### config.mk
export PLATFORM = sky130hd
export DESIGN_NAME = calc_sequencer
export DESIGN_NICKNAME = d
export VERILOG_FILES = /design/src/rtl/calc_pkg.sv /design/src/rtl/calc_sequencer_bin5_to_bcd.sv /design/src/rtl/calc_sequencer.sv
export SDC_FILE = /design/constraint.sdc
export NUM_CORES = 1
export LEC_CHECK = 0
export ABC_CLOCK_PERIOD_IN_PS = 3100
export CAP_MARGIN = 20
export CORE_MARGIN = 10
export CORE_UTILIZATION = 50
export DETAILED_ROUTE_END_ITERATION = 8
export MAX_ROUTING_LAYER = met4
export PLACE_DENSITY = 0.73
export RECOVER_POWER = 25
export SLEW_MARGIN = 20
export SYNTH_ARGS = -nofsm -noshare
export SYNTH_HDL_FRONTEND = slang
export SYNTH_HIERARCHICAL = 1
export SYNTH_SLANG_ARGS = --single-unit
### constraint.sdc
create_clock -name clk -period 3.1 [get_ports clk]
set_input_delay 0.62 -clock clk [delete_from_list [all_inputs] [get_ports clk]]
set_output_delay 0.62 -clock clk [all_outputs]
set_load 0.05 [all_outputs]
### src/rtl/calc_pkg.sv
`default_nettype none
// ============================================================================
//  Module   : calc_pkg
//  Purpose  : Shared types, opcodes and the arithmetic helper for the
//             calculator sequencer.
//  Revision : 1.0  initial release
// ============================================================================
package calc_pkg;

    // Sequencer states; explicit 3-bit encoding.
    typedef enum logic [2:0] {
        IDLE   = 3'd0,
        GOT_A  = 3'd1,
        GOT_OP = 3'd2,
        EXEC   = 3'd3,
        SHOW   = 3'd4
    } state_t;

    localparam logic [3:0] OP_ADD    = 4'h0;
    localparam logic [3:0] OP_SUB    = 4'h1;
    localparam int         RES_W     = 5;
    localparam int         WR_DATA_W = 6;

    // Evaluate A op B and return {neg, magnitude[4:0]}. Subtraction yields a
    // sign/magnitude result so the display never has to handle two's complement.
    function automatic logic [WR_DATA_W-1:0] calc_eval(
        input logic [3:0] a,
        input logic [3:0] b,
        input logic [3:0] op
    );
        logic [RES_W-1:0] ea;
        logic [RES_W-1:0] eb;
        ea = {1'b0, a};
        eb = {1'b0, b};
        if (op == OP_SUB) begin
            if (a >= b) begin
                return {1'b0, ea - eb};
            end
            return {1'b1, eb - ea};
        end
        return {1'b0, ea + eb};
    endfunction

endpackage
`default_nettype wire

### src/rtl/calc_sequencer_bin5_to_bcd.sv
`default_nettype none
// ============================================================================
//  Module   : bin5_to_bcd
//  Purpose  : Combinational 5-bit binary (0..31) to two BCD digits.
//  Revision : 1.0  initial release
// ============================================================================
module bin5_to_bcd (
    input  logic [4:0] bin_i,
    output logic [3:0] tens_o,
    output logic [3:0] ones_o
);

    // Range compare is cheaper than a generic double-dabble for 0..31.
    always_comb begin
        tens_o = 4'd0;
        ones_o = 4'd0;
        if (bin_i >= 5'd30) begin
            tens_o = 4'd3;
            ones_o = 4'(bin_i - 5'd30);
        end else if (bin_i >= 5'd20) begin
            tens_o = 4'd2;
            ones_o = 4'(bin_i - 5'd20);
        end else if (bin_i >= 5'd10) begin
            tens_o = 4'd1;
            ones_o = 4'(bin_i - 5'd10);
        end else begin
            tens_o = 4'd0;
            ones_o = bin_i[3:0];
        end
    end

endmodule
`default_nettype wire

### src/rtl/calc_sequencer.sv
`default_nettype none
// ============================================================================
//  Module   : calc_sequencer
//  Purpose  : Token-driven control FSM evaluating A op B, writing each result
//             to the result register file and holding it for BCD display.
//  Revision : 1.0  initial release
// ============================================================================
module calc_sequencer
    import calc_pkg::*;
#(
    parameter int ADDR_W = 2,
    parameter bit SUB_EN = 1'b1
) (
    input  logic                 clk,
    input  logic                 rst_n,
    input  logic                 clear,
    input  logic                 in_valid,
    output logic                 in_ready,
    input  logic                 in_is_op,
    input  logic [3:0]           in_data,
    output logic                 wr_en,
    output logic [ADDR_W-1:0]    wr_addr,
    output logic [WR_DATA_W-1:0] wr_data,
    output logic                 res_valid,
    output logic                 res_neg,
    output logic [3:0]           res_tens,
    output logic [3:0]           res_ones,
    output logic                 err
);

    state_t              state_q;
    logic [3:0]          a_q;
    logic [3:0]          b_q;
    logic [3:0]          op_q;
    logic [ADDR_W-1:0]   wr_ptr_q;
    logic [RES_W-1:0]    mag_q;
    logic                neg_q;
    logic                valid_q;
    logic                err_q;

    logic [WR_DATA_W-1:0] res_d;
    logic [ADDR_W-1:0]    wr_ptr_d;
    logic                 xfer;
    logic                 op_legal;

    assign xfer     = in_valid && in_ready;
    assign op_legal = (in_data == OP_ADD) || (SUB_EN && (in_data == OP_SUB));
    assign res_d    = calc_eval(a_q, b_q, op_q);
    assign wr_ptr_d = wr_ptr_q + 1'b1;

    // EXEC is the only cycle that cannot take a token; the write strobe is
    // gated by clear so a cleared EXEC never reaches the register file.
    assign in_ready = (state_q != EXEC);
    assign wr_en    = (state_q == EXEC) && !clear;
    assign wr_addr  = wr_ptr_q;
    assign wr_data  = res_d;

    assign res_valid = valid_q;
    assign res_neg   = neg_q;
    assign err       = err_q;

    // Sequencer FSM with its operand, result, pointer and error registers.
    always_ff @(posedge clk) begin
        err_q <= 1'b0;
        if (!rst_n) begin
            state_q  <= IDLE;
            a_q      <= 4'd0;
            b_q      <= 4'd0;
            op_q     <= 4'd0;
            wr_ptr_q <= '0;
            mag_q    <= '0;
            neg_q    <= 1'b0;
            valid_q  <= 1'b0;
        end else if (clear) begin
            // Pointer survives a soft clear; any token this cycle is dropped.
            state_q <= IDLE;
            a_q     <= 4'd0;
            b_q     <= 4'd0;
            op_q    <= 4'd0;
            mag_q   <= '0;
            neg_q   <= 1'b0;
            valid_q <= 1'b0;
        end else begin
            unique case (state_q)
                IDLE: begin
                    if (xfer) begin
                        if (in_is_op) begin
                            err_q <= 1'b1;
                        end else begin
                            a_q     <= in_data;
                            state_q <= GOT_A;
                        end
                    end
                end
                GOT_A: begin
                    if (xfer) begin
                        if (!in_is_op) begin
                            a_q <= in_data;
                        end else if (op_legal) begin
                            op_q    <= in_data;
                            state_q <= GOT_OP;
                        end else begin
                            err_q <= 1'b1;
                        end
                    end
                end
                GOT_OP: begin
                    if (xfer) begin
                        if (!in_is_op) begin
                            b_q     <= in_data;
                            state_q <= EXEC;
                        end else if (op_legal) begin
                            op_q <= in_data;
                        end else begin
                            err_q <= 1'b1;
                        end
                    end
                end
                EXEC: begin
                    mag_q    <= res_d[RES_W-1:0];
                    neg_q    <= res_d[WR_DATA_W-1];
                    valid_q  <= 1'b1;
                    wr_ptr_q <= wr_ptr_d;
                    state_q  <= SHOW;
                end
                SHOW: begin
                    // Previous result stays on display while a new A is entered.
                    if (xfer) begin
                        if (in_is_op) begin
                            err_q <= 1'b1;
                        end else begin
                            a_q     <= in_data;
                            state_q <= GOT_A;
                        end
                    end
                end
                default: state_q <= IDLE;
            endcase
        end
    end

    bin5_to_bcd u_bcd (
        .bin_i  (mag_q),
        .tens_o (res_tens),
        .ones_o (res_ones)
    );

endmodule
`default_nettype wire

Yosys cells after proc, flatten, opt, wreduce, memory -nomap -nowiden
Cells that the tools add are included.
{ "word_totals": {"wordCells": 79, "in_bits": 9, "ff_bits": 25, "output_inout_bits": 21} }
{ "op_classes": {"n_addsub": 7, "n_reduce_logical": 15, "eq_ne": 14, "bitwise": 3, "order_cmp": 4, "muxes": 27} }
{ "op_table": {"columns": ["operator", "count"], "rows": [
  ["$mux W6", 4],
  ["$mux W3", 7],
  ["$mux W4", 5],
  ["$ne A2 B2 Y1 const B", 6],
  ["$pmux W3 S4", 1],
  ["$ge A5 B5 Y1 const B", 2],
  ["$sub A4 B4 Y5", 2],
  ["$mux W1", 9],
  ["$eq A4 B1 Y1 const B", 2],
  ["$sub A4 B4 Y4 const B", 2],
  ["$reduce_and A7 Y1", 1],
  ["$eq A3 B2 Y1 const B", 2],
  ["$reduce_and A3 Y1", 2],
  ["$reduce_or A2 Y1", 3],
  ["$add A4 B4 Y5", 1],
  ["$ge A5 B4 Y1 const B", 1],
  ["$ge A4 B4 Y1", 1],
  ["$logic_not A4 Y1", 1],
  ["$reduce_and A4 Y1", 1],
  ["$sub A4 B3 Y4 const B", 1],
  ["$eq A3 B1 Y1 const B", 1],
  ["$eq A3 B3 Y1 const B", 1],
  ["$logic_not A3 Y1", 1],
  ["$ne A3 B2 Y1 const B", 1],
  ["other kinds (9)", 12]
]} }

Longest topological paths before layout
{ "logic_depth": {"depth_word": 6, "mapped_depth": 9, "mapped_depth_nobuf": 9} }

Cells and area by module
The synthesis kept the hierarchy.
{ "by_module_without_submodules": {"columns": ["module", "area_each_um2", "instances", "cells_per_inst", "seq_area_each_um2"], "rows": [
  ["calc_sequencer", 1570.3, 1, 176, 500.5],
  ["bin5_to_bcd", 279.0, 1, 33, 0.0]
]} }

Worst setup path before layout
Ideal clock, no wire load.
{ "synth_path": {"kind": "reg2out", "start": "register a_q[0]", "end": "output wr_data[2]", "n_path_buf": 0, "slack_ns": -0.012, "t_arrival_ns": 2.492, "path_stages_with_launch": 9, "cell_sequence": "dfxtp_1 > inv_1 > ha_1 > nand2b_1 > a2111oi_2 > a21oi_2 > mux2i_1 > a21oi_1 > xnor2_1"} }
{ "synth_via": {"elab_chain_cells": 6, "word_cells_on_any_way": 10, "classes_between": "add/sub (3); order compare (1); mux (6)"} }
{ "synth_lines": {"columns": ["item", "line", "source"], "rows": [
  ["start, declared", "calc_sequencer.sv:32", "logic [3:0] a_q;"],
  ["start signal, assigned", "calc_sequencer.sv:90", "a_q <= in_data;"],
  ["start signal, assigned", "calc_sequencer.sv:98", "a_q <= in_data;"],
  ["start signal, assigned", "calc_sequencer.sv:132", "a_q <= in_data;"],
  ["$ge A4 B4 Y1", "calc_pkg.sv:36", "if (a >= b) begin"],
  ["$mux W1", "calc_pkg.sv:36", null],
  ["$mux W1", "calc_pkg.sv:35", "if (op == OP_SUB) begin"],
  ["$mux W6", "calc_pkg.sv:39", "return {1'b1, eb - ea};"],
  ["$mux W6", "calc_pkg.sv:35", null],
  ["$mux W6 *", "calc_pkg.sv:41", "return {1'b0, ea + eb};"],
  ["end, declared", "calc_sequencer.sv:23", "output logic [WR_DATA_W-1:0] wr_data,"]
]} }
Every way passes the cells marked *; elsewhere a longest branch is shown, timed or not. The select of a mux whose other input is x is not followed.

Worst setup path in the final report
{ "layout_path": {"start": "register a_q[1]", "end": "output wr_data[2]"} }
Same word-level chain as after synthesis.

==> flow_summary.json <==
{
  "ys_seq_area_share_pct": 27.1,
  "cts_tree": "built",
  "track_usage_pct": 12.6,
  "fin_crit_ns": 2.97,
  "yosysUniqueCellTypes": 54,
  "fin_crit_sh_pct": 95.9,
  "required_ns": 2.48,
  "die_w_um": 80.8,
  "grt_pass1_wl_mm": 6.59,
  "synthToLayoutAreaGrowth_pct": 23.3,
  "status": "completed",
  "gr-total-overflow": 0,
  "synthFlopType": "dfxtp_1",
  "syn_avg_cell_area_um2": 8.85,
  "placeableCoreArea_um2": 3610,
  "ir_drop_mv": 0.214,
  "first_pass_iters": 4,
  "synth.most_common_cell": "dfxtp_1",
  "rows": 22,
  "relSlewSlack_pct": 59.6,
  "drv_slew": 0,
  "layout.nets": 265,
  "max_cap_viol_count": 0,
  "worst_pin_slew_ns": 0.603,
  "hold_viol_final": 0,
  "drc_errors": 0,
  "insertedDiodeCount": 0,
  "crit_arrival_ns": 2.35,
  "drive_above_1_share_pct": 17.9,
  "netlist_top_cells_area": "dfxtp_1 27%, ha_1 12%, mux2i_1 8.1%",
  "drtAntennaViolNets": 0,
  "clockBufferDepth": 2,
  "detail_route.vias_per_cell": 5.21,
  "die_y_um": 80.8,
  "startpoint_type": "register",
  "drt-initial-drc-count": 69,
  "synth_area_um2": 1850,
  "ios": 30,
  "hold_buffers": 0,
  "antenna_found_initial": 0,
  "grt_max_degree": 15,
  "skew_ns": 0.00715,
  "dp_hpwl_mm": 3.21,
  "leakage_nw": 0.962,
  "p_per_area_nw_per_um2": 257,
  "netlist_instances": 209,
  "rr_worst_depth": 7,
  "ctsHtreeMaxLevel": 1,
  "critPathKind": "reg -> out",
  "gp_congestion": 0.902,
  "routedWlPerCell_um": 14.0,
  "clkSinkCount": 25,
  "synth_edf_count": 0,
  "hp-class": "reg -> reg",
  "vias": 1474,
  "clock.fmax_ghz": 0.336,
  "crit_fanout": 6,
  "grt_pass1_vias": 1446,
  "synth-warning-count": 6,
  "cp-end-kind": "output port",
  "start_util_pct": 51.3,
  "whs_path_depth": 2,
  "setup_viol": 0,
  "synth_commonest_cells": "25 x dfxtp_1, 24 x nor2_1, 19 x inv_1",
  "cts_buffers": 3,
  "wl_mm": 3.96,
  "insertion_delay_ns": 0.27,
  "async_reset_ff_share_pct": 0,
  "total_power_uw": 585,
  "clk_pin_slew_ns": 0.08,
  "root_buffer": "clkbuf_8",
  "ys_seq_elements": 25,
  "fp.dieArea_um2": 6530,
  "fin_util_pct": 63.2,
  "synth.largest_area_cell": "dfxtp_1",
  "io_buffers": 27,
  "synth_top_cell_area_share_pct": 27.1
}
-- repair_timing --
item / in CTS / in global routing
pin swaps: 0 / 2
gates resized for setup: 2 / 12
setup endpoints to repair: 2 / 5
setup buffers: 0 / 0
-- critical path, cell delays in order (launching register included) --
cell and delay (ns):
dfxtp_4 0.39, inv_1 0.08, ha_1 0.38, a2111oi_4 0.40, a21oi_2 0.10, mux2i_2 0.24, a21oi_2 0.12, xnor2_2 0.23
buf_12 0.16
-- power by group --
group / internal (mW) / switching (mW)
Combinational: 0.0322 / 0.0419
Clock: 0.0897 / 0.0961
Sequential: 0.322 / 0.00268
Total: 0.444 / 0.141
-- state kept, by name, indices dropped and copies added (netlist names), 2 cells and up --
signal / count
mag_q: 5
a_q: 4
b_q: 4
op_q: 4
state_q: 3
wr_addr: 2
-- through the flow --
step | setup WS [ns] | std cells | area (um^2) | hold slack (ns) | setup TNS (ns)
after floorplan | 0.260 | 210 | 1860 | 0.462 | 0
after global placement | 0.302 | 279 | 2180 | 0.452 | 0
after detailed placement | 0.283 | 279 | 2180 | 0.485 | 0
after CTS | 0.00744 | 283 | 2230 | 0.498 | 0
after global routing | -0.00353 | 283 | 2280 | 0.522 | -0.00353
final | 0.127 | 283 | 2280 | 0.491 | 0
-- placed cells by master, fill, tap and decap left out, types with 3 or more instances in the layout --
master | netlist | routed
ha_1 | 17 | 16
clkbuf_8 | 0 | 3
mux2i_1 | 15 | 14
nor3_1 | 3 | 3
buf_12 | 0 | 3
a21oi_1 | 13 | 11
nor2_1 | 24 | 25
nand2b_1 | 9 | 8
buf_4 | 3 | 7
nor2b_1 | 4 | 4
dfxtp_1 | 25 | 22
o21a_1 | 4 | 4
and2_1 | 5 | 5
clkdlybuf4s50_1 | 0 | 16
mux2_2 | 3 | 3
inv_1 | 19 | 20
a21oi_2 | 2 | 4
a211oi_1 | 3 | 3
fa_1 | 3 | 3
nand2_1 | 6 | 6
nand3_1 | 4 | 4
-- final timing paths --
| kind | slack (ns) | start | end |
|---|---|---|---|
| hold reg to reg | 0.49 | res_neg$_SDFFE_PP0P_ | res_neg$_SDFFE_PP0P_ |
| setup / recovery | 0.13 | a_q[1]$_SDFFE_PP0P_ | wr_data[2] |
| setup reg to reg | 1.01 | a_q[1]$_SDFFE_PP0P_ | mag_q[1]$_SDFFE_PP0P_ |
| hold / removal | 0.49 | res_neg$_SDFFE_PP0P_ | res_neg$_SDFFE_PP0P_ |
-- metal layers --
layer / vias to the layer above / wire length (um) / GRT usage, %
li1: 761 / - / -
met1: 677 / 1830 / 14.5
met2: 29 / 1890 / 21.3
met3: 7 / 195 / 2.98
met4: 0 / 43 / 3.29
met5: - / 0 / -
-- layout make-up --
class                      count  area, um^2
tap                           48        60.1
timing repair buffer          30         318
sequential                    25         507
fill                         301        1330
clock buffer                   3        41.3
multi-input combinational    155        1270
inverter                      21        78.8
clock inverter                 1        5.00
-- logic make-up (layout without fill, tap and decap cells) --
kind of cell / after synthesis / in the layout / synth area share, %
multiplexers: 19 / 19 / 10.8
XOR/XNOR: 5 / 5 / 2.37
buffers and inverters: 30 / 55 / 7.31
flip-flops: 25 / 25 / 27.1
adder cells (fa/ha/maj): 20 / 20 / 14.7
AND/OR/NAND/NOR: 67 / 67 / 20.4
other: 1 / 2 / 0.203
AO/OA/AOI/OAI: 42 / 42 / 17.2
Power figures use the tool's default switching activity.
